**src/rtl/channel_op_scheduler_pkg.sv**
```systemverilog
// Shared opcodes, FSM states and channel-word constants
// for the channel operation scheduler.
package channel_op_scheduler_pkg;

    typedef enum logic [1:0] {
        OP_ENABLE  = 2'd0,
        OP_DISABLE = 2'd1,
        OP_SEND    = 2'd2,
        OP_RSVD    = 2'd3
    } op_e;

    typedef enum logic [2:0] {
        ST_IDLE  = 3'd0,
        ST_READ  = 3'd1,
        ST_EVAL  = 3'd2,
        ST_WRITE = 3'd3,
        ST_DONE  = 3'd4
    } state_e;

    localparam int CHANNEL_EMPTY = 0;

    function automatic logic op_is_legal(input op_e op);
        return op != OP_RSVD;
    endfunction

endpackage

```
**src/rtl/channel_op_scheduler_rr_arbiter.sv**
```systemverilog
// Round-robin arbiter: combinational grant, registered pointer
// that moves to winner+1 whenever a grant is taken.
module channel_op_scheduler_rr_arbiter #(
    parameter int N  = 4,
    parameter int IW = $clog2(N)
) (
    input  logic          clk,
    input  logic          resetN,
    input  logic [N-1:0]  req_i,
    input  logic          advance_i,
    output logic          any_o,
    output logic [IW-1:0] idx_o
);

    logic [IW-1:0] ptr_q, ptr_d;

    // Scan from the highest offset down so the nearest requester wins.
    function automatic logic [IW:0] pick(
        input logic [N-1:0]  r,
        input logic [IW-1:0] p
    );
        logic [IW:0] res;
        int c;
        res = '0;
        for (int i = N - 1; i >= 0; i--) begin
            c = int'(p) + i;
            if (c >= N) c = c - N;
            if (r[c]) res = {1'b1, IW'(c)};
        end
        return res;
    endfunction

    always_comb begin
        {any_o, idx_o} = pick(req_i, ptr_q);
        ptr_d = ptr_q;
        if (advance_i && any_o) begin
            if (int'(idx_o) == N - 1) ptr_d = '0;
            else ptr_d = idx_o + IW'(1);
        end
    end

    always_ff @(posedge clk or negedge resetN) begin
        if (!resetN) ptr_q <= '0;
        else ptr_q <= ptr_d;
    end

endmodule

```
**src/rtl/channel_op_scheduler.sv**
```systemverilog
// Serialises ENABLE/DISABLE/SEND channel operations from several
// requesters onto one single-port RAM as atomic read-modify-writes.
module channel_op_scheduler
    import channel_op_scheduler_pkg::*;
#(
    parameter int addrBits = 16,
    parameter int dataBits = 16,
    parameter int numReq   = 4
) (
    input  logic                         clk,
    input  logic                         resetN,
    input  logic [numReq-1:0]            reqValid,
    input  logic [2*numReq-1:0]          reqOp,
    input  logic [addrBits*numReq-1:0]   reqChannel,
    input  logic [addrBits*numReq-1:0]   reqPid,
    output logic [numReq-1:0]            ack,
    output logic                         result,
    output logic [addrBits-1:0]          partnerPid,
    output logic                         error,
    output logic [addrBits-1:0]          address,
    output logic                         readWriteMode,
    output logic [dataBits-1:0]          dataIn,
    input  logic [dataBits-1:0]          dataOut
);

    localparam int IW = $clog2(numReq);
    localparam logic [dataBits-1:0] EMPTY = dataBits'(CHANNEL_EMPTY);

    state_e                state_q, state_d;
    op_e                   op_q, op_d;
    logic [addrBits-1:0]   chan_q, chan_d;
    logic [addrBits-1:0]   pid_q, pid_d;
    logic [IW-1:0]         win_q, win_d;
    logic                  pres_q, pres_d;
    logic [addrBits-1:0]   ppart_q, ppart_d;
    logic                  res_q, res_d;
    logic [addrBits-1:0]   part_q, part_d;
    logic                  err_q, err_d;
    logic [addrBits-1:0]   addr_q, addr_d;
    logic                  rwm_q, rwm_d;
    logic [dataBits-1:0]   din_q, din_d;
    logic [numReq-1:0]     ack_q, ack_d;

    logic                  g_any;
    logic [IW-1:0]         g_idx;
    logic                  advance;
    op_e                   g_op;
    logic [addrBits-1:0]   g_chan;
    logic [addrBits-1:0]   g_pid;
    logic [dataBits-1:0]   pid_ext;
    logic                  wr;
    logic                  r;
    logic [dataBits-1:0]   wval;

    channel_op_scheduler_rr_arbiter #(
        .N  (numReq),
        .IW (IW)
    ) u_arb (
        .clk       (clk),
        .resetN    (resetN),
        .req_i     (reqValid),
        .advance_i (advance),
        .any_o     (g_any),
        .idx_o     (g_idx)
    );

    assign g_op    = op_e'(reqOp[2*g_idx +: 2]);
    assign g_chan  = reqChannel[addrBits*g_idx +: addrBits];
    assign g_pid   = reqPid[addrBits*g_idx +: addrBits];
    assign pid_ext = dataBits'(pid_q);

    // Channel-word rules; a nonzero word is the waiting party's PID.
    always_comb begin
        wr   = 1'b0;
        r    = 1'b0;
        wval = EMPTY;
        unique case (op_q)
            OP_ENABLE: begin
                if (dataOut == EMPTY) begin
                    wr   = 1'b1;
                    wval = pid_ext;
                end else begin
                    r = 1'b1;
                end
            end
            OP_DISABLE: begin
                if (dataOut == pid_ext) wr = 1'b1;
                else r = (dataOut != EMPTY);
            end
            OP_SEND: begin
                wr = 1'b1;
                if (dataOut == EMPTY) wval = pid_ext;
                else r = 1'b1;
            end
            default: begin
                wr = 1'b0;
            end
        endcase
    end

    always_comb begin
        state_d = state_q;
        op_d    = op_q;
        chan_d  = chan_q;
        pid_d   = pid_q;
        win_d   = win_q;
        pres_d  = pres_q;
        ppart_d = ppart_q;
        res_d   = res_q;
        part_d  = part_q;
        err_d   = err_q;
        addr_d  = '0;
        rwm_d   = 1'b0;
        din_d   = '0;
        ack_d   = '0;
        advance = 1'b0;
        unique case (state_q)
            ST_IDLE: begin
                if (g_any) begin
                    advance = 1'b1;
                    op_d    = g_op;
                    chan_d  = g_chan;
                    pid_d   = g_pid;
                    win_d   = g_idx;
                    if (!op_is_legal(g_op) || g_pid == '0) begin
                        state_d      = ST_DONE;
                        res_d        = 1'b0;
                        part_d       = '0;
                        err_d        = 1'b1;
                        ack_d[g_idx] = 1'b1;
                    end else begin
                        addr_d  = g_chan;
                        state_d = ST_READ;
                    end
                end
            end
            ST_READ: begin
                addr_d  = chan_q;
                state_d = ST_EVAL;
            end
            ST_EVAL: begin
                pres_d  = r;
                ppart_d = dataOut[addrBits-1:0];
                if (wr) begin
                    addr_d  = chan_q;
                    din_d   = wval;
                    rwm_d   = 1'b1;
                    state_d = ST_WRITE;
                end else begin
                    state_d      = ST_DONE;
                    res_d        = r;
                    part_d       = dataOut[addrBits-1:0];
                    err_d        = 1'b0;
                    ack_d[win_q] = 1'b1;
                end
            end
            ST_WRITE: begin
                state_d      = ST_DONE;
                res_d        = pres_q;
                part_d       = ppart_q;
                err_d        = 1'b0;
                ack_d[win_q] = 1'b1;
            end
            ST_DONE: begin
                state_d = ST_IDLE;
            end
            default: begin
                state_d = ST_IDLE;
            end
        endcase
    end

    always_ff @(posedge clk or negedge resetN) begin
        if (!resetN) begin
            state_q <= ST_IDLE;
            op_q    <= OP_ENABLE;
            chan_q  <= '0;
            pid_q   <= '0;
            win_q   <= '0;
            pres_q  <= 1'b0;
            ppart_q <= '0;
            res_q   <= 1'b0;
            part_q  <= '0;
            err_q   <= 1'b0;
            addr_q  <= '0;
            rwm_q   <= 1'b0;
            din_q   <= '0;
            ack_q   <= '0;
        end else begin
            state_q <= state_d;
            op_q    <= op_d;
            chan_q  <= chan_d;
            pid_q   <= pid_d;
            win_q   <= win_d;
            pres_q  <= pres_d;
            ppart_q <= ppart_d;
            res_q   <= res_d;
            part_q  <= part_d;
            err_q   <= err_d;
            addr_q  <= addr_d;
            rwm_q   <= rwm_d;
            din_q   <= din_d;
            ack_q   <= ack_d;
        end
    end

    assign ack           = ack_q;
    assign result        = res_q;
    assign partnerPid    = part_q;
    assign error         = err_q;
    assign address       = addr_q;
    assign readWriteMode = rwm_q;
    assign dataIn        = din_q;

endmodule

```
**config.mk**
```make
export PLATFORM = sky130hd
export DESIGN_NAME = channel_op_scheduler
export DESIGN_NICKNAME = d
export VERILOG_FILES = /design/src/rtl/channel_op_scheduler_pkg.sv /design/src/rtl/channel_op_scheduler_rr_arbiter.sv /design/src/rtl/channel_op_scheduler.sv
export SDC_FILE = /design/constraint.sdc
export NUM_CORES = 1
export LEC_CHECK = 0
export ABC_AREA = 1
export BUFFER_PORTS_ARGS = -buffer_cell sky130_fd_sc_hd__buf_2
export CORE_MARGIN = 2
export CORE_UTILIZATION = 46
export CTS_CLUSTER_SIZE = 10
export DETAILED_ROUTE_END_ITERATION = 10
export PLACE_DENSITY = 0.83
export SYNTH_ARGS = -nofsm -noshare
export SYNTH_HDL_FRONTEND = slang
export SYNTH_SLANG_ARGS = --single-unit
```
**constraint.sdc**
```tcl
create_clock -name clk -period 2.3 [get_ports clk]
set_input_delay 0.23 -clock clk [delete_from_list [all_inputs] [get_ports clk]]
set_output_delay 0.23 -clock clk [all_outputs]
set_load 0.01 [all_outputs]
```
# ---- Word-level counts from Yosys, hierarchy flattened
# Index checks and enable logic that the tools add are counted.
dict set report classes {
  add_sub_neg 8
  n_lt_le_gt_ge 12
  eq_ne 11
  n_shift 3
  mux 63
  reduce_logical 14
}
# op n
set ops {}
lappend ops {{$mux W16} 10}
lappend ops {{$lt A32 B4 Y1 const B} 4}
lappend ops {{$mux W32} 4}
lappend ops {{$shiftx A64 B7 Y16} 2}
lappend ops {{$ge A32 B4 Y1 const B} 3}
lappend ops {{$pmux W16 S3} 2}
lappend ops {{$sub A32 B4 Y32 const B} 3}
lappend ops {{$logic_not A16 Y1} 2}
lappend ops {{$mux W1} 24}
lappend ops {{$mux W3} 7}
lappend ops {{$eq A16 B16 Y1} 1}
lappend ops {{$reduce_bool A16 Y1} 1}
lappend ops {{$mux W4} 3}
lappend ops {{$pmux W3 S4} 1}
lappend ops {{$pmux W4 S3} 1}
lappend ops {{$pmux W1 S3} 3}
lappend ops {{$bmux W1 S2} 4}
lappend ops {{$ne A2 B2 Y1 const B} 4}
lappend ops {{$shiftx A8 B4 Y2} 1}
lappend ops {{$add A2 B2 Y3 const B} 2}
lappend ops {{$eq A3 B2 Y1 const B} 2}
lappend ops {{$lt A2 B3 Y1 const B} 2}
lappend ops {{$demux W1 S2} 2}
lappend ops {{$eq A2 B1 Y1 const B} 2}
lappend ops {{other kinds (18)} 21}
dict set report word_totals {
  regBits 113
  in_bits 158
  output_inout_bits 55
  wordCells 126
}

# ---- Logic depth before layout (Yosys ltp)
# Gate-level depths: netlist of run 1.
dict set report logic_depth {
  ltp_word 17
  depth_mapped 21
  depth_no_buf 19
}

# ---- Cells and area by module
# Synthesis of run 1 repeated with hierarchy kept, for this count alone.
dict set report hier_totals {
  hier_cells 845
  area_unflattened_um2 6062.1
}
# module instances cells_each area_each_um2 seq_area_each_um2
set modules_own_cells {}
lappend modules_own_cells {channel_op_scheduler 1 780 5706.7 2777.7}
lappend modules_own_cells {channel_op_scheduler_rr_arbiter 1 65 355.3 50.0}

# ---- Worst setup path before layout of run 1
# No wires, ideal clock.
dict set report synth_timing {
  kind {flip-flop to flip-flop}
  startpoint {register u_arb.ptr_q[0]}
  endpoint {register err_q, in the netlist error}
  setup_time_ns 0.117
  arrival_ns 2.184
  t_required_ns 2.183
  path_slack_ns -0.001
  stages_incl_launch_ff 18
  path_buffers 4
  period_less_slack_ns 2.301
  path_cell_list {dfrtp_1 -> buf_6 -> o21ai_1 -> nand2_2 -> nand3_2 -> nand2_2 -> nand2_4 -> nand2_8 -> buf_6 -> or2_0 -> o211ai_1 -> o21ai_1 -> nand2_1 -> nand3_4 -> buf_6 -> buf_6 -> nand4_1 -> nand2_1}
}
dict set report synth_between {
  elab_chain_cells 16
  word_cells_on_any_way 40
  classes_between {7 x add/sub; 4 x order compare; 3 x eq/ne; 2 x shift; 20 x mux; 4 x reduce/logical}
}
# element line_no
set synth_rtl {}
lappend synth_rtl {{start: declaration} channel_op_scheduler_rr_arbiter.sv:15} ;# logic [IW-1:0] ptr_q, ptr_d;
lappend synth_rtl {{start signal: assignment} channel_op_scheduler_rr_arbiter.sv:44} ;# else ptr_q <= ptr_d;
lappend synth_rtl {{$add A2 B2 Y3} channel_op_scheduler_rr_arbiter.sv:26} ;# c = int'(p) + i;
lappend synth_rtl {{$sub A32 B4 Y32 or $ge A32 B4 Y1 (tied branches)} channel_op_scheduler_rr_arbiter.sv:27} ;# if (c >= N) c = c - N;
lappend synth_rtl {{$mux W32} channel_op_scheduler_rr_arbiter.sv:27}
lappend synth_rtl {{$bmux W1 S2} channel_op_scheduler_rr_arbiter.sv:28} ;# if (r[c]) res = {1'b1, IW'(c)};
lappend synth_rtl {{$mux W1 (implied by the code) (2 in a row)} channel_op_scheduler_rr_arbiter.sv:28}
lappend synth_rtl {{$mux W3 (3 in a row)} channel_op_scheduler_rr_arbiter.sv:28}
lappend synth_rtl {{$mux W3 *} channel_op_scheduler_rr_arbiter.sv:28}
lappend synth_rtl {{parallel branches: the longest is 5 deep, another holds $shiftx A64 B7 Y16} --}
lappend synth_rtl {{$reduce_and A4 Y1 (no line) *} --}
lappend synth_rtl {{end signal: assignment} channel_op_scheduler.sv:199} ;# err_q <= err_d;
lappend synth_rtl {{end: declaration} channel_op_scheduler.sv:38} ;# logic err_q, err_d;
# Every way passes the cells marked *. The select of a mux whose other input is x is not followed.
# A chain may end at the register's enable or synchronous reset.

# ---- Worst setup path after layout of run 1
dict set report layout_timing {
  startpoint {register u_arb.ptr_q[0]}
  endpoint {register part_q[8], in the netlist partnerPid[8]}
}
dict set report layout_between {
  elab_chain_cells 16
  word_cells_on_any_way 40
  classes_between {7 x add/sub; 4 x order compare; 3 x eq/ne; 2 x shift; 20 x mux; 4 x reduce/logical}
}
# element line_no
set layout_rtl {}
lappend layout_rtl {{$add A2 B2 Y3} channel_op_scheduler_rr_arbiter.sv:26}
lappend layout_rtl {{$sub A32 B4 Y32 or $ge A32 B4 Y1 (tied branches)} channel_op_scheduler_rr_arbiter.sv:27}
lappend layout_rtl {{$mux W32} channel_op_scheduler_rr_arbiter.sv:27}
lappend layout_rtl {{$bmux W1 S2} channel_op_scheduler_rr_arbiter.sv:28}
lappend layout_rtl {{$mux W1 (implied by the code) (2 in a row)} channel_op_scheduler_rr_arbiter.sv:28}
lappend layout_rtl {{$mux W3 (3 in a row)} channel_op_scheduler_rr_arbiter.sv:28}
lappend layout_rtl {{$mux W3 *} channel_op_scheduler_rr_arbiter.sv:28}
lappend layout_rtl {{parallel branches: the longest is 5 deep, another holds $shiftx A64 B7 Y16} --}
lappend layout_rtl {{$reduce_and A4 Y1 (no line) *} --}
lappend layout_rtl {{end signal: assignment} channel_op_scheduler.sv:198} ;# part_q <= part_d;
lappend layout_rtl {{end: declaration} channel_op_scheduler.sv:37} ;# logic [addrBits-1:0] part_q, part_d;
# Marks and branches as above.

==> results.md, run 1 <==
- Status: complete, but fails checks
- Failing checks: setup timing
- Vias in the first global route: 6518
- Period utilization: 118%
- Share of post-route cells with drive strength above 1: 37.5%
- WP buf/inv: 3
- Hold endpoint: ppart_q[7]$_DFFE_PN0N_
- Achievable Freq: 368 MHz
- DRC viols: 0
- Setup_tns: -14.46 ns
- Sequential share of power: 18.5%
- Top cell type by total area after synthesis: dfrtp_1
- Post-route minimum period: 2.72 ns
- Synth Instances: 828
- Reg2Reg Depth: 19
- Via count: 7020
- CP required: 2.60 ns
- Die area: 14600 um2
- Ys Warns: 0
- Number of library cell types mapped by synthesis: 39
- Crit path capture type: flop
- Drt wl/cell: 16.0 um
- Leakage: 5.00 nW
- Diodes inserted: 0
- Area delta synth->final: 49.6%
- Routability cong.: 0.864
- CTS root buffer: clkbuf_16
- Post-Route WL: 20800 um
- Placed cell area: 7920 um2
- DPL Wire Length: 13200 um
- # rows: 42
- Die height: 121 um
- Crit path top cell by count: nand2_1
- Most common library cells after synthesis: 177 x nand2_1, 113 x dfrtp_1, 113 x inv_1, 97 x o21ai_0, 78 x nor2_1
- FF-to-FF setup slack: -0.42 ns
- Reg2reg end: partnerPid[8]$_DFFE_PN0P_
- Ys async rst share: 100%
- First-pass GRT wire length: 31200 um
- CP max stage cell: dfrtp_1
- Final Hold Viols: 0
- Post-synth EDFFs: 0
- Io pins: 213
- IO Port Bufs: 212
- Hold_ws: 0.0927 ns
- Clock skew: 0.00907 ns
- GRT Util Overall: 26.9%
- Worst hold stages: 3
- Pin count of the biggest net entering global routing: 51
- Post-synthesis adder-cell area fraction: 0.795%
- Initial core utilization: 47.3%
- Max clock buf depth: 2
- Clk Latency, worst-skew pair: 0.41 ns
- Iteration-0 DRC Markers: 642
- Mux share of post-synthesis cell area: 0%
- Critical path's top delay family: simple AND/OR/NAND/NOR gates
- Final nets: 1270
- Most instantiated library cell after synthesis: nand2_1
- Setup ws final: -0.417 ns
- Critical path peak fanout: 7
- Post-Synth XOR/XNOR Area: 0.974%
- Area contributors post-synth: dfrtp_1 45%, nand2_1 11%, o21ai_0 7.7%, inv_1 6.7%, nor2_1 4.7%
- Hold_sp: dataOut[7]
- GRT overflow: 0
- Non-Filler Cell Area, Final: 9410 um2
- Yosys top cell area share: 44.9%
- Internal power: 9.62 mW
- Reg-to-reg critical path startpoint: u_arb.ptr_q[0]$_DFFE_PN0P_
- Crit path launch type: flop
- Sw frac: 44.8%
- Met2 wire length: 10500 um
- Gate power share: 64.5%
- Clock net sink count: 113
- VDD IR max: 1340 uV
- Clock power frac: 17.0%
- Least-Margin Pin Slew: 0.762 ns
- Worst-path cell chain: buf_6 -> nand2_4 -> o21ai_4 -> nand2_2 -> nand3_4 -> nand3_4 -> buf_12 -> buf_12 -> nand3_1 -> nand3_1 -> nand2_1 -> nor2_1 -> nand2_1 -> nor2_2 -> nand2_2 -> nand3_4 -> nand3_2 -> nand2_1 -> nand2_1
- Wire length on met3: 1660 um
- Core area: 13300 um2
- Combinational family with the most area after synthesis: simple AND/OR/NAND/NOR gates
- Switching power: 7.82 mW
- Drt pass-1 iters: 7
- P per Cell Area: 1850 nW/um2
- Endpoints failing setup: 41
- Pwr Total: 17.4 mW
- Seq/Total Area, Yosys: 44.9%
- H-tree depth: 4
- Rel. slew slack: 49.2%
- Num CTS Buffers: 17
- Worst path arrival time: 3.02 ns
- Ys flop type: dfrtp_1
- Clock transition at path regs: 0.06 ns
- Worst slack, placed: -0.346 ns
- Fin. max-slew vios: 0
- Initial antenna violation count: 0
- Synth Cell Area: 6290 um2
- M1 WL: 8110 um
- Syn_area_per_cell: 7.60 um2
- DR top layer: met4
- Post-synthesis net count: 990
- CP max stage delay: 0.42 ns
- CTS tree: done
- Max Cap Viol: 0
- Compound-cell area share of the yosys netlist: 14.4%
- Vias per cell: 5.41
- Antenna Nets Post-Route: 0
- Unrepaired setup endpoints after global routing: yes
- Critical path type: reg -> reg
- Synth Area in Simple Gates: 27.7%
- Die Wd: 121 um
- HP Class: in -> reg
- Flops & latches, synth: 113
-- stage by stage --
step	util, %	instances
floorplan	-	828
global placement	59.6	1233
detailed placement	59.6	1233
CTS	67.6	1285
global route	70.8	1297
finish	70.8	1297
-- final cells by class --
type                       count  area [um2]
clock buffer                  20         467
tap                          176         220
fill                         980        3880
sequential                   113        2830
clock inverter                12         203
multi-input combinational    562        3230
inverter                     118         450
timing repair buffer         296        2010
-- worst min-delay path, delay by kind of cell --
family | cells | cell delay, ns
and+or+nand+nor | 1 | 0.06
AOI/OAI and AO/OA | 1 | 0.06
buffers and inverters | 1 | 0.11
-- kinds of logic after synthesis --
kind of cell             Yosys count
AO/OA/AOI/OAI                    162
XOR/XNOR                           7
adder cells (fa/ha/maj)            4
buffers and inverters            163
flip-flops                       113
AND/OR/NAND/NOR                  379
-- power by group through the flow --
| stage | combinational [mW] | sequential (mW) | clock (mW) |
|---|---|---|---|
| 3_3_place_gp | 8.48 | 3.19 | 0 |
| 3_5_place_dp | 8.67 | 3.21 | 0 |
| 6_report | 11.2 | 3.23 | 2.96 |
| 2_1_floorplan | 5.49 | 3.29 | 0 |
| 5_1_grt | 12.2 | 3.30 | 3.09 |
| 4_1_cts | 9.89 | 3.20 | 2.97 |
-- flip-flops by register name, summed over array words and instances (netlist names) --
signal / cells
op_q: 2
partnerPid: 16
pres_q: 1
win_q: 2
dataIn: 16
ppart_q: 16
pid_ext: 16
ack: 4
u_arb.ptr_q: 2
error: 1
readWriteMode: 1
state_q: 3
chan_q: 16
result: 1
address: 16
-- timing repair --
action | in CTS | in global routing
setup buffers | 6 | 7
gates cloned | 13 | 5
hold endpoints to repair | 113 | 0
hold buffers | 1 | 0
endpoints found under the setup margin | 56 | 89
resized for setup | 39 | 80
pin swaps | 8 | 37
-- per-layer routing --
layer | global-route usage (%) | up-vias
met5 | 0 | -
met4 | 9.81 | 0
met3 | 5.83 | 61
met2 | 46.1 | 375
met1 | 33.4 | 3281
li1 | - | 3303
-- cells in the final DEF (no fill, tap or decap), drive strengths merged, types with 20 or more instances in the layout --
master / instances
buf: 293
clkbuf: 22
dfrtp: 113
inv: 119
nand2: 189
nand3: 61
nand3b: 23
nand4: 20
nor2: 81
o21ai: 103
o22ai: 33
-- worst max-delay path by stage --
| stage | startpoint | end | slack (ns) | cells after the start |
|---|---|---|---|---|
| final | u_arb.ptr_q[0]$_DFFE_PN0P_ | partnerPid[8]$_DFFE_PN0P_ | -0.42 | 19 |
| after CTS | u_arb.ptr_q[0]$_DFFE_PN0P_ | partnerPid[3]$_DFFE_PN0P_ | -0.26 | 18 |
| after detailed placement | u_arb.ptr_q[0]$_DFFE_PN0P_ | partnerPid[10]$_DFFE_PN0P_ | -0.35 | 19 |
| after global routing | u_arb.ptr_q[0]$_DFFE_PN0P_ | partnerPid[9]$_DFFE_PN0P_ | -0.62 | 19 |
| after floorplan | u_arb.ptr_q[0]$_DFFE_PN0P_ | error$_DFFE_PN0P_ | 0.004 | 21 |
| after global placement | u_arb.ptr_q[0]$_DFFE_PN0P_ | partnerPid[6]$_DFFE_PN0P_ | -0.24 | 19 |
Power figures use the tool's default switching activity.
==> run 2: changes to the inputs <==
--- a/config.mk
+++ b/config.mk
@@ -11,7 +11,7 @@
 export CORE_UTILIZATION = 46
 export CTS_CLUSTER_SIZE = 10
 export DETAILED_ROUTE_END_ITERATION = 10
-export PLACE_DENSITY = 0.83
+export PLACE_DENSITY = 0.77
 export SYNTH_ARGS = -nofsm -noshare
 export SYNTH_HDL_FRONTEND = slang
 export SYNTH_SLANG_ARGS = --single-unit
==> run 2 against run 1 <==
Compared with the run above:
- the run still ends with setup timing left
- global-route usage fell by 0.34 points
- clock power fell by 6.8%
- worst setup slack got worse by 0.025 ns
- die area did not move
- routed wire length fell by 5.3%
- non-clock buffer count fell by 11
- via count fell by 4.0%
- critical path depth fell by 5
- critical path type unchanged
- largest cell class unchanged
- largest power group unchanged
==> results.md, run 2 (same netlist as run 1, synthesis figures left out) <==
- Reg2reg end: partnerPid[8]$_DFFE_PN0P_
- Post-route minimum period: 2.74 ns (+0.0252 ns)
- # rows: 42 (unchanged)
- Die Wd: 121 um (unchanged)
- Antenna Nets Post-Route: 0 (unchanged)
- First-pass GRT wire length: 30800 um (-1.3%)
- Via count: 6739 (-4.0%)
- Initial core utilization: 47.3% (unchanged)
- GRT overflow: 0 (unchanged)
- Drt pass-1 iters: 7 (unchanged)
- Clock skew: 0.0102 ns (+0.00113 ns)
- CP required: 2.60 ns (about the same)
- Worst path arrival time: 3.04 ns (+0.02 ns)
- Vias in the first global route: 6464 (-0.83%)
- Critical path type: reg -> reg
- FF-to-FF setup slack: -0.44 ns (-0.03 ns)
- Multi-input gate area: 3080 um2 (-4.7%)
- Num CTS Buffers: 17 (unchanged)
- Drt wl/cell: 15.3 um (-4.3%)
- Register area: 2830 um2 (about the same)
- Status: complete, but fails checks
- Max clock buf depth: 2 (unchanged)
- Most frequent cells in the layout: 211 x buf_2, 162 x nand2_1, 112 x inv_1, 112 x dfrtp_1, 81 x o21ai_0
- Clock net sink count: 113 (unchanged)
- Worst-path cell chain: buf_6 -> nand2_2 -> nand3_2 -> buf_4 -> nand2_1 -> a2111oi_0 -> buf_4 -> nand2_1 -> inv_1 -> a211oi_4 -> buf_4 -> buf_12 -> nand4_1 -> nand2_1
- CP max stage cell: a2111oi_0
- Unrepaired setup endpoints after global routing: yes
- Share of post-route cells with drive strength above 1: 34.8% (-2.7 points)
- Reg-to-reg critical path startpoint: u_arb.ptr_q[0]$_DFFE_PN0P_
- FILL cells: 1049 (+7.0%)
- Reg2Reg Depth: 14 (-5)
- Hold_ws: 0.110 ns (+0.0176 ns)
- Rel. slew slack: 53.6% (+4.4 points)
- H-tree depth: 4 (unchanged)
- Period utilization: 119% (+1.1 points)
- Die height: 121 um (unchanged)
- Endpoints failing setup: 63 (+54%)
- IO Port Bufs: 212 (unchanged)
- CTS root buffer: clkbuf_16
- Vias per cell: 5.25 (-3.0%)
- Post-Route WL: 19700 um (-5.3%)
- HP Class: in -> reg
- GRT Util Overall: 26.6% (-0.34 points)
- P per Cell Area: 1810 nW/um2 (-2.1%)
- Hold_sp: dataOut[9]
- Clk Latency, worst-skew pair: 0.41 ns (about the same)
- Pin count of the biggest net entering global routing: 59 (+16%)
- Iteration-0 DRC Markers: 548 (-15%)
- Leakage: 4.84 nW (-3.1%)
- DPL Wire Length: 13300 um (+1.0%)
- Core area: 13300 um2 (unchanged)
- Placed cell area: 7900 um2 (-0.25%)
- Initial antenna violation count: 0 (unchanged)
- Least-Margin Pin Slew: 0.678 ns (-0.0834 ns)
- Non-Filler Cell Area, Final: 9080 um2 (-3.6%)
- Fin. max-slew vios: 0 (unchanged)
- Clock transition at path regs: 0.05 ns (about the same)
- Crit path capture type: flop
- CTS tree: done
- VDD IR max: 1050 uV (-21%)
- Final nets: 1256 (-1.1%)
- CP max stage delay: 0.61 ns (+0.19 ns)
- Failing checks: setup timing
- Worst hold stages: 3 (unchanged)
- Routability cong.: 0.932 (+7.9%)
- Setup_tns: -14.30 ns (+0.161 ns)
- Most common cell after layout, fill and taps aside: buf_2
- Setup ws final: -0.442 ns (-0.0252 ns)
- Critical path peak fanout: 10 (+3)
- Hold endpoint: ppart_q[9]$_DFFE_PN0N_
- Achievable Freq: 365 MHz (-0.92%)
- Area delta synth->final: 44.2%
- Io pins: 213 (unchanged)
- DRC viols: 0 (unchanged)
- Max Cap Viol: 0 (unchanged)
- Die area: 14600 um2 (unchanged)
- Diodes inserted: 0 (unchanged)
- Crit path launch type: flop
- Placed Instances: 1232 (-0.081%)
- Final Hold Viols: 0 (unchanged)
- Post-Layout Cell Count: 1283 (-1.1%)
## run 2: cell count changes in the layout (fill, tap and decap cells not counted), sizes merged
cell,change
clkbuf,+3
nand2,-3
inv,-2
buf,-10
clkinvlp,+1
clkinv,-1
bufinv,-2
## run 2: worst max-delay path by stage
stage,from,endpoint,depth (start not counted)
final,u_arb.ptr_q[0]$_DFFE_PN0P_,partnerPid[8]$_DFFE_PN0P_,14
after CTS,u_arb.ptr_q[0]$_DFFE_PN0P_,result$_DFFE_PN0P_,20
after detailed placement,u_arb.ptr_q[0]$_DFFE_PN0P_,partnerPid[8]$_DFFE_PN0P_,18
after global placement,u_arb.ptr_q[0]$_DFFE_PN0P_,partnerPid[15]$_DFFE_PN0P_,18
after floorplan,u_arb.ptr_q[0]$_DFFE_PN0P_,error$_DFFE_PN0P_,21
after global routing,u_arb.ptr_q[0]$_DFFE_PN0P_,partnerPid[6]$_DFFE_PN0P_,14
## run 2: power by group
group          total [mW]  internal, mW  leakage (nW)  switching (mW)
Clock                2.76          1.87         0.308           0.889
Combinational        10.4          4.41          3.08            6.04
Sequential           3.25          2.83          1.45           0.413
Total                16.5          9.12          4.84            7.34
## run 2: through the flow
stage | power [mW] | setup slack [ns] | util (%)
after floorplan | 8.78 | 0.00440 | -
after global placement | 11.6 | -0.266 | 59.4
after detailed placement | 11.8 | -0.328 | 59.4
after CTS | 15.5 | -0.284 | 66.2
after global routing | 17.7 | -0.613 | 68.3
final | 16.5 | -0.442 | 68.3
## run 2: layer usage
layer | wire length, um | GRT usage [%] | up-vias
li1 | - | - | 3259
met1 | 8380 | 35.2 | 3167
met2 | 9630 | 43.7 | 271
met3 | 1240 | 4.98 | 42
met4 | 414 | 9.38 | 0
met5 | 0 | 0 | -
## run 2: critical path, delay by kind of cell, from the launching register on
kind / cells / cell delay (ns)
buf+inv: 6 / 1.04
simple gates: 6 / 0.45
flops: 1 / 0.40
compound gates: 2 / 0.73
## run 2: timing repair
item                                    4_1_cts  5_1_grt
endpoints found under the hold margin        33        0
hold buffers                                  1        0
endpoints found under the setup margin       56       80
gates cloned                                  8        3
setup buffers                                 4        3
pin swaps                                     3       15
gates resized for setup                      24       67
## run 2: layout make-up
class	instances	area share [%]
clock buffer	24	5.64
clock inverter	8	1.36
inverter	118	4.96
multi-input combinational	559	34.0
sequential	113	31.2
tap	176	2.43
timing repair buffer	285	20.5
